File: config.mk
export PLATFORM = sky130hd
export DESIGN_NAME = perceptron_bp_engine
export DESIGN_NICKNAME = d
export VERILOG_FILES = /design/src/rtl/perceptron_bp_engine.sv
export SDC_FILE = /design/constraint.sdc
export NUM_CORES = 2
export LEC_CHECK = 0
export CAP_MARGIN = 10
export CORE_UTILIZATION = 55
export DETAILED_ROUTE_END_ITERATION = 6
export MAX_ROUTING_LAYER = met4
export PLACE_DENSITY = 0.74
export SLEW_MARGIN = 40
export SYNTH_ARGS = -nofsm -noshare
export SYNTH_HDL_FRONTEND = slang
export SYNTH_SLANG_ARGS = --single-unit
File: constraint.sdc
create_clock -name i_clk -period 20.5 [get_ports i_clk]
set_clock_uncertainty 0.2 [all_clocks]
set_input_delay 4.1 -clock i_clk [delete_from_list [all_inputs] [get_ports i_clk]]
set_output_delay 4.1 -clock i_clk [all_outputs]
set_load 0.01 [all_outputs]
File: src/rtl/perceptron_bp_engine.sv
// perceptron_bp_engine: sequential perceptron branch predictor for fetch groups.
// Predicts up to N_BR consecutive B instructions per group against a weight
// table indexed by PC, keeps a speculative global history register, queues
// every passed branch in a pending FIFO, and trains in order on resolution.
// Optional feature macro: PERCEPTRON_THETA_TRAIN_EN (also train on |sum| <= THETA).
module perceptron_bp_engine #(
  parameter int N_BR       = 4,
  parameter int HIST_LEN   = 8,
  parameter int WEIGHT_W   = 8,
  parameter int N_TABLE    = 16,
  parameter int PEND_DEPTH = 8,
  parameter int THETA      = 14
) (
  input  logic                i_clk,
  input  logic                i_rst_n,
  input  logic                i_predValid,
  output logic                o_predReady,
  input  logic [31:0]         i_pc_32,
  input  logic [3:0]          i_bCount_4,
  output logic                o_predOutValid,
  output logic                o_predGotJ,
  output logic [3:0]          o_firstTakenIdx_4,
  output logic [3:0]          o_passBNum_4,
  input  logic                i_resValid,
  input  logic                i_resTaken,
  output logic                o_resReady,
  output logic                o_flush,
  output logic [HIST_LEN-1:0] o_ghr
);
  localparam int IDX_W = (N_TABLE > 1) ? $clog2(N_TABLE) : 1;
  localparam int SUM_W = WEIGHT_W + $clog2(HIST_LEN + 2);
  localparam int PTR_W = (PEND_DEPTH > 1) ? $clog2(PEND_DEPTH) : 1;
  localparam int CNT_W = $clog2(PEND_DEPTH + 1);
  localparam int NW    = HIST_LEN + 1;
  localparam logic signed [WEIGHT_W-1:0] W_MAX = {1'b0, {(WEIGHT_W-1){1'b1}}};
  localparam logic signed [WEIGHT_W-1:0] W_MIN = {1'b1, {(WEIGHT_W-1){1'b0}}};
  localparam logic signed [WEIGHT_W-1:0] W_ONE = WEIGHT_W'(1);

  typedef enum logic {IDLE = 1'b0, TRAIN = 1'b1} stateT;
  stateT state, stateNext;

  logic signed [WEIGHT_W-1:0] weights [N_TABLE][NW];
  logic [HIST_LEN-1:0]        ghr;

  logic [IDX_W-1:0]    fIdx  [PEND_DEPTH];
  logic [HIST_LEN-1:0] fHist [PEND_DEPTH];
  logic                fPred [PEND_DEPTH];
  logic [PTR_W-1:0]    rdPtr, wrPtr;
  logic [CNT_W-1:0]    cnt;

  logic [IDX_W-1:0]    trnIdx_p1;
  logic [HIST_LEN-1:0] trnHist_p1;
  logic                trnPred_p1, trnActual_p1;
`ifdef PERCEPTRON_THETA_TRAIN_EN
  logic [SUM_W-1:0]    fAbs [PEND_DEPTH];
  logic [SUM_W-1:0]    trnAbs_p1;
`endif

  logic                vld_p1, gotJ_p1;
  logic [3:0]          firstIdx_p1, passNum_p1;

  logic                predAcc, resAcc, mispred, doTrain;

  function automatic logic signed [SUM_W-1:0] sext(input logic signed [WEIGHT_W-1:0] w);
    return {{(SUM_W-WEIGHT_W){w[WEIGHT_W-1]}}, w};
  endfunction

  function automatic logic signed [SUM_W-1:0] dotSum(input logic [IDX_W-1:0] idx,
                                                     input logic [HIST_LEN-1:0] h);
    logic signed [SUM_W-1:0] acc;
    acc = sext(weights[idx][0]);
    for (int i = 0; i < HIST_LEN; i++)
      acc = h[i] ? acc + sext(weights[idx][i+1]) : acc - sext(weights[idx][i+1]);
    return acc;
  endfunction

  function automatic logic signed [WEIGHT_W-1:0] satStep(input logic signed [WEIGHT_W-1:0] w,
                                                         input logic up);
    if (up) return (w == W_MAX) ? w : w + W_ONE;
    return (w == W_MIN) ? w : w - W_ONE;
  endfunction

  function automatic logic [PTR_W-1:0] ptrAdd(input logic [PTR_W-1:0] p, input int n);
    int t;
    t = (int'(p) + n) % PEND_DEPTH;
    return PTR_W'(t);
  endfunction

`ifdef PERCEPTRON_THETA_TRAIN_EN
  function automatic logic [SUM_W-1:0] absMag(input logic signed [SUM_W-1:0] v);
    return v[SUM_W-1] ? SUM_W'(-v) : SUM_W'(v);
  endfunction
`endif

  logic [IDX_W-1:0]        slotIdx  [N_BR];
  logic [HIST_LEN-1:0]     slotHist [N_BR];
  logic signed [SUM_W-1:0] slotSum  [N_BR];
  logic [3:0]              bEff, firstIdx, passNum;
  logic                    gotJ;
  logic [HIST_LEN-1:0]     ghrPred;

  // Per-slot perceptron sums; earlier slots are treated as not-taken in the history
  always_comb begin
    bEff     = (i_bCount_4 > 4'(N_BR)) ? 4'(N_BR) : i_bCount_4;
    gotJ     = 1'b0;
    firstIdx = 4'hF;
    passNum  = bEff;
    for (int s = 0; s < N_BR; s++) begin
      slotIdx[s]  = i_pc_32[2 +: IDX_W] + IDX_W'(s);
      slotHist[s] = ghr << s;
      slotSum[s]  = dotSum(slotIdx[s], slotHist[s]);
      if (!gotJ && (4'(s) < bEff) && !slotSum[s][SUM_W-1]) begin
        gotJ     = 1'b1;
        firstIdx = 4'(s);
        passNum  = 4'(s + 1);
      end
    end
    ghrPred = (ghr << passNum) | HIST_LEN'(gotJ);
  end

  assign mispred = (trnPred_p1 != trnActual_p1);
`ifdef PERCEPTRON_THETA_TRAIN_EN
  assign doTrain = mispred || (trnAbs_p1 <= SUM_W'(THETA));
`else
  assign doTrain = mispred;
`endif

  // FSM state register
  always_ff @(posedge i_clk) begin
    if (!i_rst_n) state <= IDLE;
    else          state <= stateNext;
  end

  // FSM next state and handshake/flush decode
  always_comb begin
    stateNext   = state;
    o_predReady = 1'b0;
    o_resReady  = 1'b0;
    o_flush     = 1'b0;
    case (state)
      IDLE: begin
        o_predReady = (CNT_W'(PEND_DEPTH) - cnt) >= CNT_W'(N_BR);
        o_resReady  = (cnt != '0);
        if (i_resValid && o_resReady) stateNext = TRAIN;
      end
      TRAIN: begin
        o_flush   = mispred;
        stateNext = IDLE;
      end
      default: stateNext = IDLE;
    endcase
  end

  assign predAcc = i_predValid && o_predReady;
  assign resAcc  = i_resValid && o_resReady;

  // History and FIFO pointers: speculative update on accept, repair/clear on mispredict
  always_ff @(posedge i_clk) begin
    if (!i_rst_n) begin
      ghr   <= '0;
      rdPtr <= '0;
      wrPtr <= '0;
      cnt   <= '0;
    end else if (state == TRAIN) begin
      if (mispred) begin
        ghr   <= (trnHist_p1 << 1) | HIST_LEN'(trnActual_p1);
        rdPtr <= '0;
        wrPtr <= '0;
        cnt   <= '0;
      end
    end else begin
      if (predAcc) begin
        ghr   <= ghrPred;
        wrPtr <= ptrAdd(wrPtr, int'(passNum));
      end
      if (resAcc) rdPtr <= ptrAdd(rdPtr, 1);
      cnt <= CNT_W'(int'(cnt) + (predAcc ? int'(passNum) : 0) - (resAcc ? 1 : 0));
    end
  end

  // Stage p0 -> p1: registered prediction result
  always_ff @(posedge i_clk) begin
    if (!i_rst_n) begin
      vld_p1      <= 1'b0;
      gotJ_p1     <= 1'b0;
      firstIdx_p1 <= '0;
      passNum_p1  <= '0;
    end else begin
      vld_p1 <= predAcc;
      if (predAcc) begin
        gotJ_p1     <= gotJ;
        firstIdx_p1 <= firstIdx;
        passNum_p1  <= passNum;
      end
    end
  end

  // Pending FIFO storage: one entry per passed B
  always_ff @(posedge i_clk) begin
    for (int s = 0; s < N_BR; s++) begin
      if (predAcc && (4'(s) < passNum)) begin
        fIdx[ptrAdd(wrPtr, s)]  <= slotIdx[s];
        fHist[ptrAdd(wrPtr, s)] <= slotHist[s];
        fPred[ptrAdd(wrPtr, s)] <= !slotSum[s][SUM_W-1];
`ifdef PERCEPTRON_THETA_TRAIN_EN
        fAbs[ptrAdd(wrPtr, s)]  <= absMag(slotSum[s]);
`endif
      end
    end
  end

  // Stage p0 -> p1: oldest entry and outcome captured for training
  always_ff @(posedge i_clk) begin
    if (resAcc) begin
      trnIdx_p1    <= fIdx[rdPtr];
      trnHist_p1   <= fHist[rdPtr];
      trnPred_p1   <= fPred[rdPtr];
      trnActual_p1 <= i_resTaken;
`ifdef PERCEPTRON_THETA_TRAIN_EN
      trnAbs_p1    <= fAbs[rdPtr];
`endif
    end
  end

  // Weight table: cleared on reset, saturating update at the end of TRAIN
  always_ff @(posedge i_clk) begin
    if (!i_rst_n) begin
      for (int e = 0; e < N_TABLE; e++)
        for (int i = 0; i < NW; i++)
          weights[e][i] <= '0;
    end else if (state == TRAIN && doTrain) begin
      weights[trnIdx_p1][0] <= satStep(weights[trnIdx_p1][0], trnActual_p1);
      for (int i = 0; i < HIST_LEN; i++)
        weights[trnIdx_p1][i+1] <= satStep(weights[trnIdx_p1][i+1],
                                           trnHist_p1[i] == trnActual_p1);
    end
  end

  // Sink for PC bits outside the index and values only the threshold build consumes
  logic unusedBits;
  always_comb begin
    unusedBits = ^{i_pc_32[31:2+IDX_W], i_pc_32[1:0]};
`ifndef PERCEPTRON_THETA_TRAIN_EN
    unusedBits = unusedBits ^ (THETA != 0);
    for (int s = 0; s < N_BR; s++)
      unusedBits = unusedBits ^ (^slotSum[s][SUM_W-2:0]);
`endif
  end

  assign o_predOutValid    = vld_p1;
  assign o_predGotJ        = gotJ_p1;
  assign o_firstTakenIdx_4 = firstIdx_p1;
  assign o_passBNum_4      = passNum_p1;
  assign o_ghr             = ghr;

endmodule

==> flow_metrics.py <==
metrics = {
    "run_status": {
        "status": "finished with violations",
        "failed_checks": "DRC",
    },
    "timing": {
        "slew_headroom": 0.292,
        "final.setup.tns_ps": 0,
        "period_share": 0.898,
        "finalCriticalPeriod_ps": 18410,
        "rsz0062_at_grt": "false",
        "tightest_slew_ps": 1060,
        "slew_viol_final": 0,
        "hold_violations": 0,
        "fmax_mhz": 54.3,
        "finalSetupViolations": 0,
    },
    "setup_path": {
        "critical_path_class": "in -> reg",
        "critical_path_arrival_ps": 18960,
        "crit_required_ps": 21050,
        "worstPathMaxFanout": 56,
        "end_kind": "flop",
        "slowest_stage": "ha_4",
        "timing.rr.start": "weights[7][56]",
        "crit_family": "adder cells",
        "crit_top_cell": "ha_1",
        "startpoint_type": "input port",
        "cp.buffers_inverters": 6,
        "reg2regPathDepth": 50,
        "r2r_slack_ps": 6070,
        "timing.rr.end": "cnt[3]",
        "max_stage_delay_ps": 780,
    },
    "cts": {
        "cts-root-buf": "clkbuf_16",
        "clkSinkCount": 1298,
        "cts_inserted_buffers": 152,
        "cts_tree": "yes",
        "ctsResizeCount": 0,
        "clockBufferDepth": 3,
        "path_clk_slew_ps": 60,
        "ctsHoldBuffers": 0,
        "cts_setup_buffers": 0,
        "htreeDepth": 4,
        "clock_latency_ps": 860,
    },
    "global_routing": {
        "grt_pass1_vias": 86858,
        "grt-ovfl-total": 0,
        "track_usage": 0.436,
        "grt_max_degree": 118,
        "grt_pass1_wl_microns": 621000,
        "antenna_found_initial": 19,
    },
    "worst_hold_path": {
        "min_to": "o_passBNum_4[2]",
        "hold_class": "reg -> reg",
        "hold_depth": 2,
        "min_from": "o_passBNum_4[2]",
    },
    "placed_design": {
        "dpl.hpwl_microns": 280000,
        "dp.cells": 11272,
        "portBuffers": 33,
        "place_congestion": 1.03,
    },
    "yosys": {
        "synth_commonest_cells": "1642 x mux4_2, 1539 x nor2_1, 1246 x edfxtp_1, 505 x nand2_1, 440 x clkbuf_1",
        "synth_top_area_share": 0.332,
        "netlist_area_sq_mm": 0.113,
        "ys_seq_elements": 1298,
        "async_flop_share": 0,
        "synth_ff_type": "edfxtp_1",
        "ys_types": 99,
        "synth.most_common_cell": "mux4_2",
        "syn_avg_cell_area_sq_um": 12.4,
        "ys_seq_area_frac": 0.341,
        "postSynthNetCount": 9540,
        "synth_warnings": 0,
        "yosys.area.top_type": "edfxtp_1",
        "synth_edf_count": 1246,
        "synth_area_leaders": "edfxtp_1 33%, mux4_2 33%, nor2_1 5.1%",
        "syn_inst": 9079,
    },
    "floorplan": {
        "fp-row-count": 165,
        "die_x_microns": 455,
        "start_util": 0.556,
        "io-pin-count": 62,
        "die_area_sq_mm": 0.207,
        "fp.dieH_microns": 455,
        "core_area_sq_mm": 0.203,
    },
    "routing": {
        "drc": 43,
        "routed-via-count": 91318,
        "drtIter0Drc": 17038,
        "postRouteAntennaNets": 0,
        "post_drt_wl_per_cell_microns": 37.9,
        "firstDrtPassIters": 7,
        "routed_wl_microns": 439000,
        "vias_per_cell": 7.89,
    },
    "layout": {
        "final_nets": 9216,
        "syn2layout_area_growth_pct": 7.45,
        "drive_above_1_share": 0.267,
        "final_cells": 11581,
        "multi_input_area_sq_mm": 0.0704,
        "nFillCells": 15456,
        "seqCellArea_sq_mm": 0.0385,
    },
    "job": {
        "maxCapViolations": 0,
    },
}
## logic make-up (layout without fill, tap and decap cells)
family,after synthesis,in the layout,share of synthesized area
AND/OR/NAND/NOR,2619,2619,0.0990
adder cells (fa/ha/maj),420,420,0.0499
multiplexers,1982,1982,0.359
buffers and inverters,1060,859,0.0416
flip-flops,1298,1298,0.341
other,0,31,0
AO/OA/AOI/OAI,1201,1201,0.0698
XOR/XNOR,499,499,0.0402
## per-layer routing
layer,track usage,routed length [microns],vias to the layer above,share of wire
li1,-,-,35105,-
met5,-,0,-,0
met1,0.511,134000,44231,0.30
met2,0.616,187000,9587,0.43
met4,0.325,42800,0,0.097
met3,0.159,75300,2395,0.17
## registers in the layout, indices dropped and copies added, names as in the netlist
register           cells
trnHist_p1             8
trnIdx_p1              4
o_firstTakenIdx_4      3
state                  1
weights             1152
rdPtr                  3
fIdx                  32
wrPtr                  3
o_predOutValid         1
fHist                 64
trnActual_p1           1
o_ghr                  8
o_predGotJ             1
o_passBNum_4           4
fPred                  8
trnPred_p1             1
cnt                    4
## cell usage in the layout, fill, tap and decap left out, types with 32 or more instances in the layout
cell,netlist,routed
ha_1,370,368
o21bai_1,89,88
nor2b_1,45,43
a22oi_1,37,36
inv_1,286,283
xor2_1,161,159
mux4_2,1642,1642
nand2b_1,34,34
mux2_2,56,56
a222oi_1,45,45
and3_1,49,49
a211oi_1,46,45
a31oi_1,65,61
clkinv_2,0,32
a21o_1,91,91
nor3_1,122,121
edfxtp_1,1246,1246
fa_1,50,50
o21ai_0,140,139
dfxtp_1,52,45
a21oi_1,413,399
nand3_1,116,112
mux2i_1,284,282
nor2_1,1539,1529
xnor2_1,325,316
clkbuf_16,0,153
and2_1,44,44
buf_6,51,32
nand2_1,505,476
buf_4,50,200
## area by class of cell
class | count | share of cell area
antenna | 31 | 0.000640
clock inverter | 103 | 0.00954
timing repair buffer | 290 | 0.0223
tap | 2672 | 0.0276
multi-input combinational | 6721 | 0.581
sequential | 1298 | 0.317
clock buffer | 174 | 0.0324
inverter | 292 | 0.00909
## stage by stage
step | hold WS (ps) | utilization | setup WS (ps) | cell area [sq um]
6_report | 271 | 0.597 | 2090 | 121000
2_1_floorplan | 277 | - | 240 | 113000
4_1_cts | 273 | 0.597 | 2460 | 121000
3_5_place_dp | 265 | 0.571 | 1690 | 116000
3_3_place_gp | 255 | 0.568 | 1280 | 115000
5_1_grt | 304 | 0.597 | 1520 | 121000
## how the worst max path moves through the flow
stage,from,end,cells after the start
after floorplan,i_pc_32[2],cnt[3],73
after global placement,i_pc_32[3],cnt[3],52
after detailed placement,i_pc_32[3],cnt[3],54
after CTS,i_pc_32[3],cnt[3],54
after global routing,i_pc_32[3],cnt[3],50
final,i_pc_32[3],cnt[3],54
## tightest hold or removal path: cells and delay by family (launching register included)
family,cells,cell delay [ps]
AO/OA/AOI/OAI,1,70
flip-flops,1,310
AND/OR/NAND/NOR,1,50
Power is left out: the tool's default activity adds up to more than one toggle a clock period on the data nets, which glitch-free logic cannot reach.
